File: src/rtl/mpemu_scale_mixsched_if.sv
// Bus bundle for the mixer: frame samples, gain register writes,
// the shared scale-multiplier port and the mixed output.
interface mpemu_scale_mixsched_if #(
  parameter int unsigned NUM_CH = 4,
  parameter int unsigned CH_W   = 2
);
  localparam int unsigned SAMPLE_W = 24;
  localparam int unsigned GAIN_W   = 32;
  localparam int unsigned PROD_W   = 32;

  logic                         strobe;
  logic [SAMPLE_W*NUM_CH-1:0]   data;
  logic                         vol_we;
  logic [CH_W-1:0]              vol_addr;
  logic [GAIN_W-1:0]            vol_data;
  logic [SAMPLE_W-1:0]          mul_mpcand;
  logic [GAIN_W-1:0]            mul_scale;
  logic [PROD_W-1:0]            mul_mprod;
  logic [SAMPLE_W-1:0]          mix;
  logic                         mix_valid;
  logic                         busy;
  logic                         sat;
  logic                         overrun;

  // Mixer side
  modport slave (
    input  strobe, data, vol_we, vol_addr, vol_data, mul_mprod,
    output mul_mpcand, mul_scale, mix, mix_valid, busy, sat, overrun
  );

  // Source / multiplier / sink side
  modport master (
    output strobe, data, vol_we, vol_addr, vol_data, mul_mprod,
    input  mul_mpcand, mul_scale, mix, mix_valid, busy, sat, overrun
  );
endinterface

File: src/rtl/mpemu_scale_mixsched.sv
// Time-shares one pipelined 24x32 scale multiplier across NUM_CH channels
// per frame, accumulates the products and emits one saturated 24-bit mix.
module mpemu_scale_mixsched #(
  parameter int unsigned NUM_CH  = 4,
  parameter int unsigned CH_W    = 2,
  parameter int unsigned LATENCY = 6
) (
  input  logic clk,
  input  logic rst,
  mpemu_scale_mixsched_if.slave bus
);

  localparam int unsigned SAMPLE_W = 24;
  localparam int unsigned GAIN_W   = 32;
  localparam int unsigned PROD_W   = 32;
  localparam int unsigned ACC_W    = PROD_W + CH_W;

  localparam logic [GAIN_W-1:0]          UNITY   = 32'h0100_0000;
  localparam logic [SAMPLE_W-1:0]        MIX_MAX = 24'h7F_FFFF;
  localparam logic [SAMPLE_W-1:0]        MIX_MIN = 24'h80_0000;
  localparam logic signed [ACC_W-1:0]    ACC_MAX = ACC_W'(MIX_MAX);
  localparam logic signed [ACC_W-1:0]    ACC_MIN = ~ACC_MAX;
  localparam logic [LATENCY-1:0]         TAG_OUT = LATENCY'(1) << (LATENCY - 1);
  localparam logic [CH_W-1:0]            LAST_CH = CH_W'(NUM_CH - 1);

  typedef enum logic [1:0] {IDLE, ISSUE, DRAIN, DONE} state_t;

  state_t                     state, state_nx;
  logic [CH_W-1:0]            ch, ch_nx;
  logic [SAMPLE_W-1:0]        sample [NUM_CH];
  logic [GAIN_W-1:0]          gain   [NUM_CH];
  logic [LATENCY-1:0]         tag;
  logic signed [ACC_W-1:0]    acc;

  logic [SAMPLE_W-1:0]        mpcand_q;
  logic [GAIN_W-1:0]          scale_q;
  logic [SAMPLE_W-1:0]        mix_q;
  logic                       mix_valid_q;
  logic                       busy_q;
  logic                       sat_q;
  logic                       overrun_q;

  logic                       start_c;
  logic                       fetch_c;
  logic [CH_W-1:0]            fetch_ch_c;
  logic [SAMPLE_W-1:0]        fetch_sample_c;
  logic [GAIN_W-1:0]          fetch_gain_c;
  logic                       retire_c;
  logic                       pending_c;
  logic signed [ACC_W-1:0]    prod_ext_c;
  logic signed [ACC_W-1:0]    acc_sum_c;
  logic [SAMPLE_W-1:0]        mix_sat_c;
  logic                       clip_c;

  assign bus.mul_mpcand = mpcand_q;
  assign bus.mul_scale  = scale_q;
  assign bus.mix        = mix_q;
  assign bus.mix_valid  = mix_valid_q;
  assign bus.busy       = busy_q;
  assign bus.sat        = sat_q;
  assign bus.overrun    = overrun_q;

  // State register and channel counter
  always_ff @(posedge clk) begin
    if (rst) begin
      state <= IDLE;
      ch    <= '0;
    end else begin
      state <= state_nx;
      ch    <= ch_nx;
    end
  end

  // Next state; operands are fetched one cycle ahead so channel ch is on
  // the multiplier bus during the ISSUE cycle for ch
  always_comb begin
    state_nx   = state;
    ch_nx      = ch;
    start_c    = 1'b0;
    fetch_c    = 1'b0;
    fetch_ch_c = '0;
    case (state)
      IDLE: begin
        if (bus.strobe) begin
          state_nx   = ISSUE;
          ch_nx      = '0;
          start_c    = 1'b1;
          fetch_c    = 1'b1;
          fetch_ch_c = '0;
        end
      end
      ISSUE: begin
        if (ch == LAST_CH) begin
          state_nx = DRAIN;
        end else begin
          ch_nx      = ch + 1'b1;
          fetch_c    = 1'b1;
          fetch_ch_c = ch + 1'b1;
        end
      end
      DRAIN: begin
        if (!pending_c) state_nx = DONE;
      end
      DONE: begin
        state_nx = IDLE;
      end
      default: begin
        state_nx = IDLE;
      end
    endcase
  end

  // Operand selection; a gain write in the fetch cycle lands one cycle
  // later, exactly when that channel issues, so it is forwarded here
  always_comb begin
    fetch_sample_c = (state == IDLE) ? bus.data[SAMPLE_W-1:0] : sample[fetch_ch_c];
    fetch_gain_c   = gain[fetch_ch_c];
    if (bus.vol_we && (bus.vol_addr == fetch_ch_c)) fetch_gain_c = bus.vol_data;
  end

  // Retirement, accumulation and saturation of the running sum
  always_comb begin
    retire_c   = tag[LATENCY-1];
    pending_c  = |(tag & ~TAG_OUT);
    prod_ext_c = {{CH_W{bus.mul_mprod[PROD_W-1]}}, bus.mul_mprod};
    acc_sum_c  = retire_c ? (acc + prod_ext_c) : acc;
    clip_c     = 1'b0;
    mix_sat_c  = acc_sum_c[SAMPLE_W-1:0];
    if (acc_sum_c > ACC_MAX) begin
      mix_sat_c = MIX_MAX;
      clip_c    = 1'b1;
    end else if (acc_sum_c < ACC_MIN) begin
      mix_sat_c = MIX_MIN;
      clip_c    = 1'b1;
    end
  end

  // Gain registers
  always_ff @(posedge clk) begin
    if (rst) begin
      for (int k = 0; k < int'(NUM_CH); k++) gain[k] <= UNITY;
    end else if (bus.vol_we) begin
      gain[bus.vol_addr] <= bus.vol_data;
    end
  end

  // Sample latch, operand registers, tag pipeline and accumulator
  always_ff @(posedge clk) begin
    if (rst) begin
      for (int k = 0; k < int'(NUM_CH); k++) sample[k] <= '0;
      mpcand_q <= '0;
      scale_q  <= '0;
      tag      <= '0;
      acc      <= '0;
    end else begin
      if (start_c) begin
        for (int k = 0; k < int'(NUM_CH); k++) sample[k] <= bus.data[SAMPLE_W*k +: SAMPLE_W];
      end
      if (fetch_c) begin
        mpcand_q <= fetch_sample_c;
        scale_q  <= fetch_gain_c;
      end
      tag <= (tag << 1) | LATENCY'(state == ISSUE);
      acc <= start_c ? '0 : acc_sum_c;
    end
  end

  // Mix output, status flags
  always_ff @(posedge clk) begin
    if (rst) begin
      mix_q       <= '0;
      mix_valid_q <= 1'b0;
      busy_q      <= 1'b0;
      sat_q       <= 1'b0;
      overrun_q   <= 1'b0;
    end else begin
      mix_valid_q <= (state_nx == DONE);
      if (state_nx == DONE) begin
        mix_q <= mix_sat_c;
        sat_q <= clip_c;
      end
      busy_q <= (state_nx != IDLE);
      if (bus.strobe && busy_q) overrun_q <= 1'b1;
    end
  end

endmodule

File: src/flat_wrapper.sv
// flat-port wrapper written by rule: the top's interface ports become plain ports
module mpemu_scale_mixsched_flat 
#(
  parameter int unsigned NUM_CH  = 4,
  parameter int unsigned CH_W    = 2,
  parameter int unsigned LATENCY = 6
)
  (clk, rst, bus_strobe, bus_data, bus_vol_we, bus_vol_addr, bus_vol_data, bus_mul_mprod, bus_mul_mpcand, bus_mul_scale, bus_mix, bus_mix_valid, bus_busy, bus_sat, bus_overrun);
  mpemu_scale_mixsched_if #(.NUM_CH(NUM_CH), .CH_W(CH_W)) bus_i ();
  input  logic clk;
  input  logic rst;
  input wire logic [$bits(bus_i.strobe)-1:0] bus_strobe;
  input wire logic [$bits(bus_i.data)-1:0] bus_data;
  input wire logic [$bits(bus_i.vol_we)-1:0] bus_vol_we;
  input wire logic [$bits(bus_i.vol_addr)-1:0] bus_vol_addr;
  input wire logic [$bits(bus_i.vol_data)-1:0] bus_vol_data;
  input wire logic [$bits(bus_i.mul_mprod)-1:0] bus_mul_mprod;
  output wire logic [$bits(bus_i.mul_mpcand)-1:0] bus_mul_mpcand;
  output wire logic [$bits(bus_i.mul_scale)-1:0] bus_mul_scale;
  output wire logic [$bits(bus_i.mix)-1:0] bus_mix;
  output wire logic [$bits(bus_i.mix_valid)-1:0] bus_mix_valid;
  output wire logic [$bits(bus_i.busy)-1:0] bus_busy;
  output wire logic [$bits(bus_i.sat)-1:0] bus_sat;
  output wire logic [$bits(bus_i.overrun)-1:0] bus_overrun;
  assign bus_i.strobe = bus_strobe;
  assign bus_i.data = bus_data;
  assign bus_i.vol_we = bus_vol_we;
  assign bus_i.vol_addr = bus_vol_addr;
  assign bus_i.vol_data = bus_vol_data;
  assign bus_i.mul_mprod = bus_mul_mprod;
  assign bus_mul_mpcand = bus_i.mul_mpcand;
  assign bus_mul_scale = bus_i.mul_scale;
  assign bus_mix = bus_i.mix;
  assign bus_mix_valid = bus_i.mix_valid;
  assign bus_busy = bus_i.busy;
  assign bus_sat = bus_i.sat;
  assign bus_overrun = bus_i.overrun;
  mpemu_scale_mixsched #(.NUM_CH(NUM_CH), .CH_W(CH_W), .LATENCY(LATENCY)) u_core (.clk(clk), .rst(rst), .bus(bus_i));
endmodule
File: config.mk
export PLATFORM = sky130hd
export DESIGN_NAME = mpemu_scale_mixsched_flat
export DESIGN_NICKNAME = d
export VERILOG_FILES = /design/src/rtl/mpemu_scale_mixsched_if.sv /design/src/rtl/mpemu_scale_mixsched.sv /design/src/flat_wrapper.sv
export SDC_FILE = /design/constraint.sdc
export NUM_CORES = 1
export LEC_CHECK = 0
export CAP_MARGIN = 10
export CORE_UTILIZATION = 44
export DETAILED_ROUTE_END_ITERATION = 8
export PLACE_DENSITY = 0.71
export SKIP_CTS_REPAIR_TIMING = 1
export SYNTH_ARGS = -nofsm -noshare
export SYNTH_HDL_FRONTEND = slang
export SYNTH_SLANG_ARGS = --single-unit
File: constraint.sdc
create_clock -name clk -period 5.9 [get_ports clk]
set_clock_uncertainty 0.2 [all_clocks]
set_input_delay 1.475 -clock clk [delete_from_list [all_inputs] [get_ports clk]]
set_output_delay 1.475 -clock clk [all_outputs]
set_load 0.1 [all_outputs]
==> metrics <==
status completed; Switching Share 0.275; relative slew slack 0.265; htree depth 2; boundary pin count 250; clock share of power 0.381; DR iter-0 viols 755; top-area cell type share of the netlist area 0.394; net load switching power 1.72 mW; number of remaining DRC errors 0; final hold violations 0; leakage 7.69 nW; top cells by area, synth edfxtp_1 (39%), dfxtp_1 (15%), and2_1 (8.3%); Initial Utilization 0.450; most instantiated library cell after synthesis and2_1; Horiz. Die Dim 199 microns; combinational power share 0.164; yosys warns 0; DP Worst Slack 0.378 ns; mux contribution to synthesized area 0.0264; Clock Tree Buf Depth 3; Max-Cap Viols 0; #FFs+latches synth 352; nets 1992; Hold/Removal Path Class reg -> reg; Finish-stage setup viols 0; internal power 4.54 mW; Synth Area in Compound Gates 0.168; Mapped Area 0.0171 sq mm; VDD IR max 0.000188 V; Synth Flop Type edfxtp_1; Power Density 295 mW/mm^2; simple-gate share of the synthesized area 0.191; Required @ worst endpoint 6.09 ns; CTS tree built; GR Util All Layers 0.235; Placement Rows 71; clock latency on the worst-skew pair 0.54 ns; TNS Setup 0 ns; max-slew violations 0; unrepaired setup endpoints after global routing false; area grow syn2layout 24.4%; Least-Margin Pin Slew 1.10 ns; syn nets 1793; vias in the first global route 12900; ys async rst share 0; clock sinks 352; share of power burned in registers 0.455; TritonCTS buffer count 39; via count 13000; Placeable Area 0.0379 sq mm; Max FO, Critical Path 23; xor and xnor area share after synthesis 0.0148; kind of critical path in -> reg; DR WL/cell 20.0 microns; critical path endpoint category flop; Cells after Synth 1592; post-route clock period utilization 0.838; Synth Area in Adders 0.0261; GPL Wtd Cong 0.980; number of synthesized flops with an enable pin 224; Root Buffer clkbuf_16; Via density 5.56; Initial DRT Pass Iterations 5; Routed WL 46800 microns; Yosys cell types 74; share of layout cells above drive strength 1 0.0884; Yosys top cell by area edfxtp_1; mean post-synth cell area 10.7 sq um; Die Ht 199 microns; Synth top cells by count and2_1 (226), edfxtp_1 (224), nor2_1 (145), dfxtp_1 (128), nand2_1 (107); fin crit period 4.94 ns; initial antenna violation count 5; largest family of logic cells by synthesized area simple AND/OR/NAND/NOR gates; DIE AREA 0.0396 sq mm; Routed Antenna Nets 0; largest net degree at the start of global routing 114; # fillers 3280; WP data arrival 5.13 ns; sequential area share after synthesis 0.544; worst setup margin 0.956 ns; PortBufs 249; first-pass GRT wire length 71600 microns; fmax 202 MHz; Clock transition at path regs 0.06 ns; DP Wirelength 30400 microns; Critical Path Start Type input port; total grt overflow 0
-- worst max-delay path, cell delays in order --
cell	delay [ns]
clkdlybuf4s50_1	0.43
ha_1	0.25
fa_1	0.43
a211oi_1	0.30
o211ai_1	0.17
a32oi_1	0.35
a21oi_1	0.16
a21oi_1	0.19
xor2_1	0.37
a31oi_1	0.16
nor4_2	0.33
a21o_2	0.21
buf_12	0.19
a211oi_2	0.09
-- kinds of logic (layout without fill, tap and decap cells) --
| kind of cell | Yosys count | after routing |
|---|---|---|
| simple gates | 625 | 625 |
| compound gates | 385 | 385 |
| flops | 352 | 352 |
| buf+inv | 122 | 352 |
| mux | 45 | 45 |
| fa+ha+maj | 35 | 35 |
| xor+xnor | 28 | 28 |
| other cells | 0 | 4 |
-- power by group through the flow --
stage	clock network [mW]	logic [mW]	registers, mW
2_1_floorplan	0	0.378	3.19
3_3_place_gp	0	1.01	2.89
3_5_place_dp	0	1.02	2.90
4_1_cts	2.43	1.03	2.85
5_1_grt	2.52	1.09	2.86
6_report	2.39	1.02	2.85
-- placed cells by master, fill, tap and decap left out, drive strengths merged, types with 4 or more instances in the layout --
| master | n |
|---|---|
| a22oi | 10 |
| buf | 26 |
| a31oi | 8 |
| a211oi | 75 |
| and2 | 226 |
| diode | 4 |
| nor3 | 22 |
| clkbuf | 63 |
| edfxtp | 224 |
| mux2i | 45 |
| o21ai | 40 |
| o2111ai | 19 |
| o31ai | 5 |
| xnor2 | 16 |
| o21bai | 6 |
| nor2 | 146 |
| a22o | 23 |
| or2 | 27 |
| or3 | 21 |
| ha | 34 |
| a31o | 10 |
| dfxtp | 128 |
| o21a | 4 |
| nand3 | 20 |
| and3 | 6 |
| a311oi | 10 |
| xor2 | 12 |
| o211ai | 27 |
| nand4 | 8 |
| a221oi | 23 |
| nand2 | 109 |
| a21oi | 95 |
| nor4 | 5 |
| nor2b | 20 |
| nand2b | 12 |
| clkdlybuf4s50 | 248 |
| clkinv | 6 |
| a21o | 12 |
| inv | 9 |
-- layout make-up --
cell class / instances / area, sq um / share of cell area
Sequential cell: 352 / 9290 / 0.437
Multi-Input combinational cell: 1118 / 7330 / 0.345
Timing Repair Buffer: 274 / 2690 / 0.127
Clock buffer: 63 / 1200 / 0.0566
Tap cell: 511 / 639 / 0.0301
Clock inverter: 9 / 65.1 / 0.00306
Inverter: 6 / 22.5 / 0.00106
Antenna cell: 4 / 10.0 / 0.000471
-- per-stage QoR --
stage	util	hold slack [ns]	instance area, sq um	power, mW	std cells
finish	0.560	0.256	21300	6.26	2337
global route	0.560	0.278	21300	6.47	2336
CTS	0.560	0.255	21200	6.30	2333
detailed placement	0.527	0.247	20000	3.92	2261
global placement	0.527	0.245	20000	3.91	2261
floorplan	-	0.239	17100	3.57	1592
-- path summary, 6_finish.rpt --
kind	end	cells after the start	startpoint	slack, ns
max	u_core.bus.mix[16]$_SDFFE_PP0P_	14	bus_mul_mprod[0]	0.96
min	u_core.bus.mul_mpcand[17]$_SDFFE_PP0P_	2	u_core.bus.mul_mpcand[17]$_SDFFE_PP0P_	0.26
max reg2reg	u_core.bus.mix[3]$_SDFFE_PP0P_	12	u_core.acc[25]$_SDFF_PP0_	2.04
min reg2reg	u_core.bus.mul_mpcand[17]$_SDFFE_PP0P_	2	u_core.bus.mul_mpcand[17]$_SDFFE_PP0P_	0.26
-- state kept, by name (all words and copies together), names as in the netlist --
name,count
u_core.bus.overrun,1
u_core.bus.sat,1
u_core.sample,96
u_core.ch,2
u_core.bus.mul_mpcand,24
u_core.acc,34
u_core.bus.mix_valid,1
u_core.state,2
u_core.bus.mul_scale,32
u_core.gain,128
u_core.bus.busy,1
u_core.bus.mix,24
u_core.tag,6
-- layer usage --
metal | vias up | routed length, microns | part of all wire | global-route usage
li1 | 6217 | - | - | -
met1 | 6267 | 20100 | 0.43 | 0.307
met2 | 422 | 22700 | 0.48 | 0.391
met3 | 90 | 2740 | 0.059 | 0.0376
met4 | 4 | 1270 | 0.027 | 0.0855
met5 | - | 31 | 0.00066 | 0
Power figures use the tool's default switching activity.
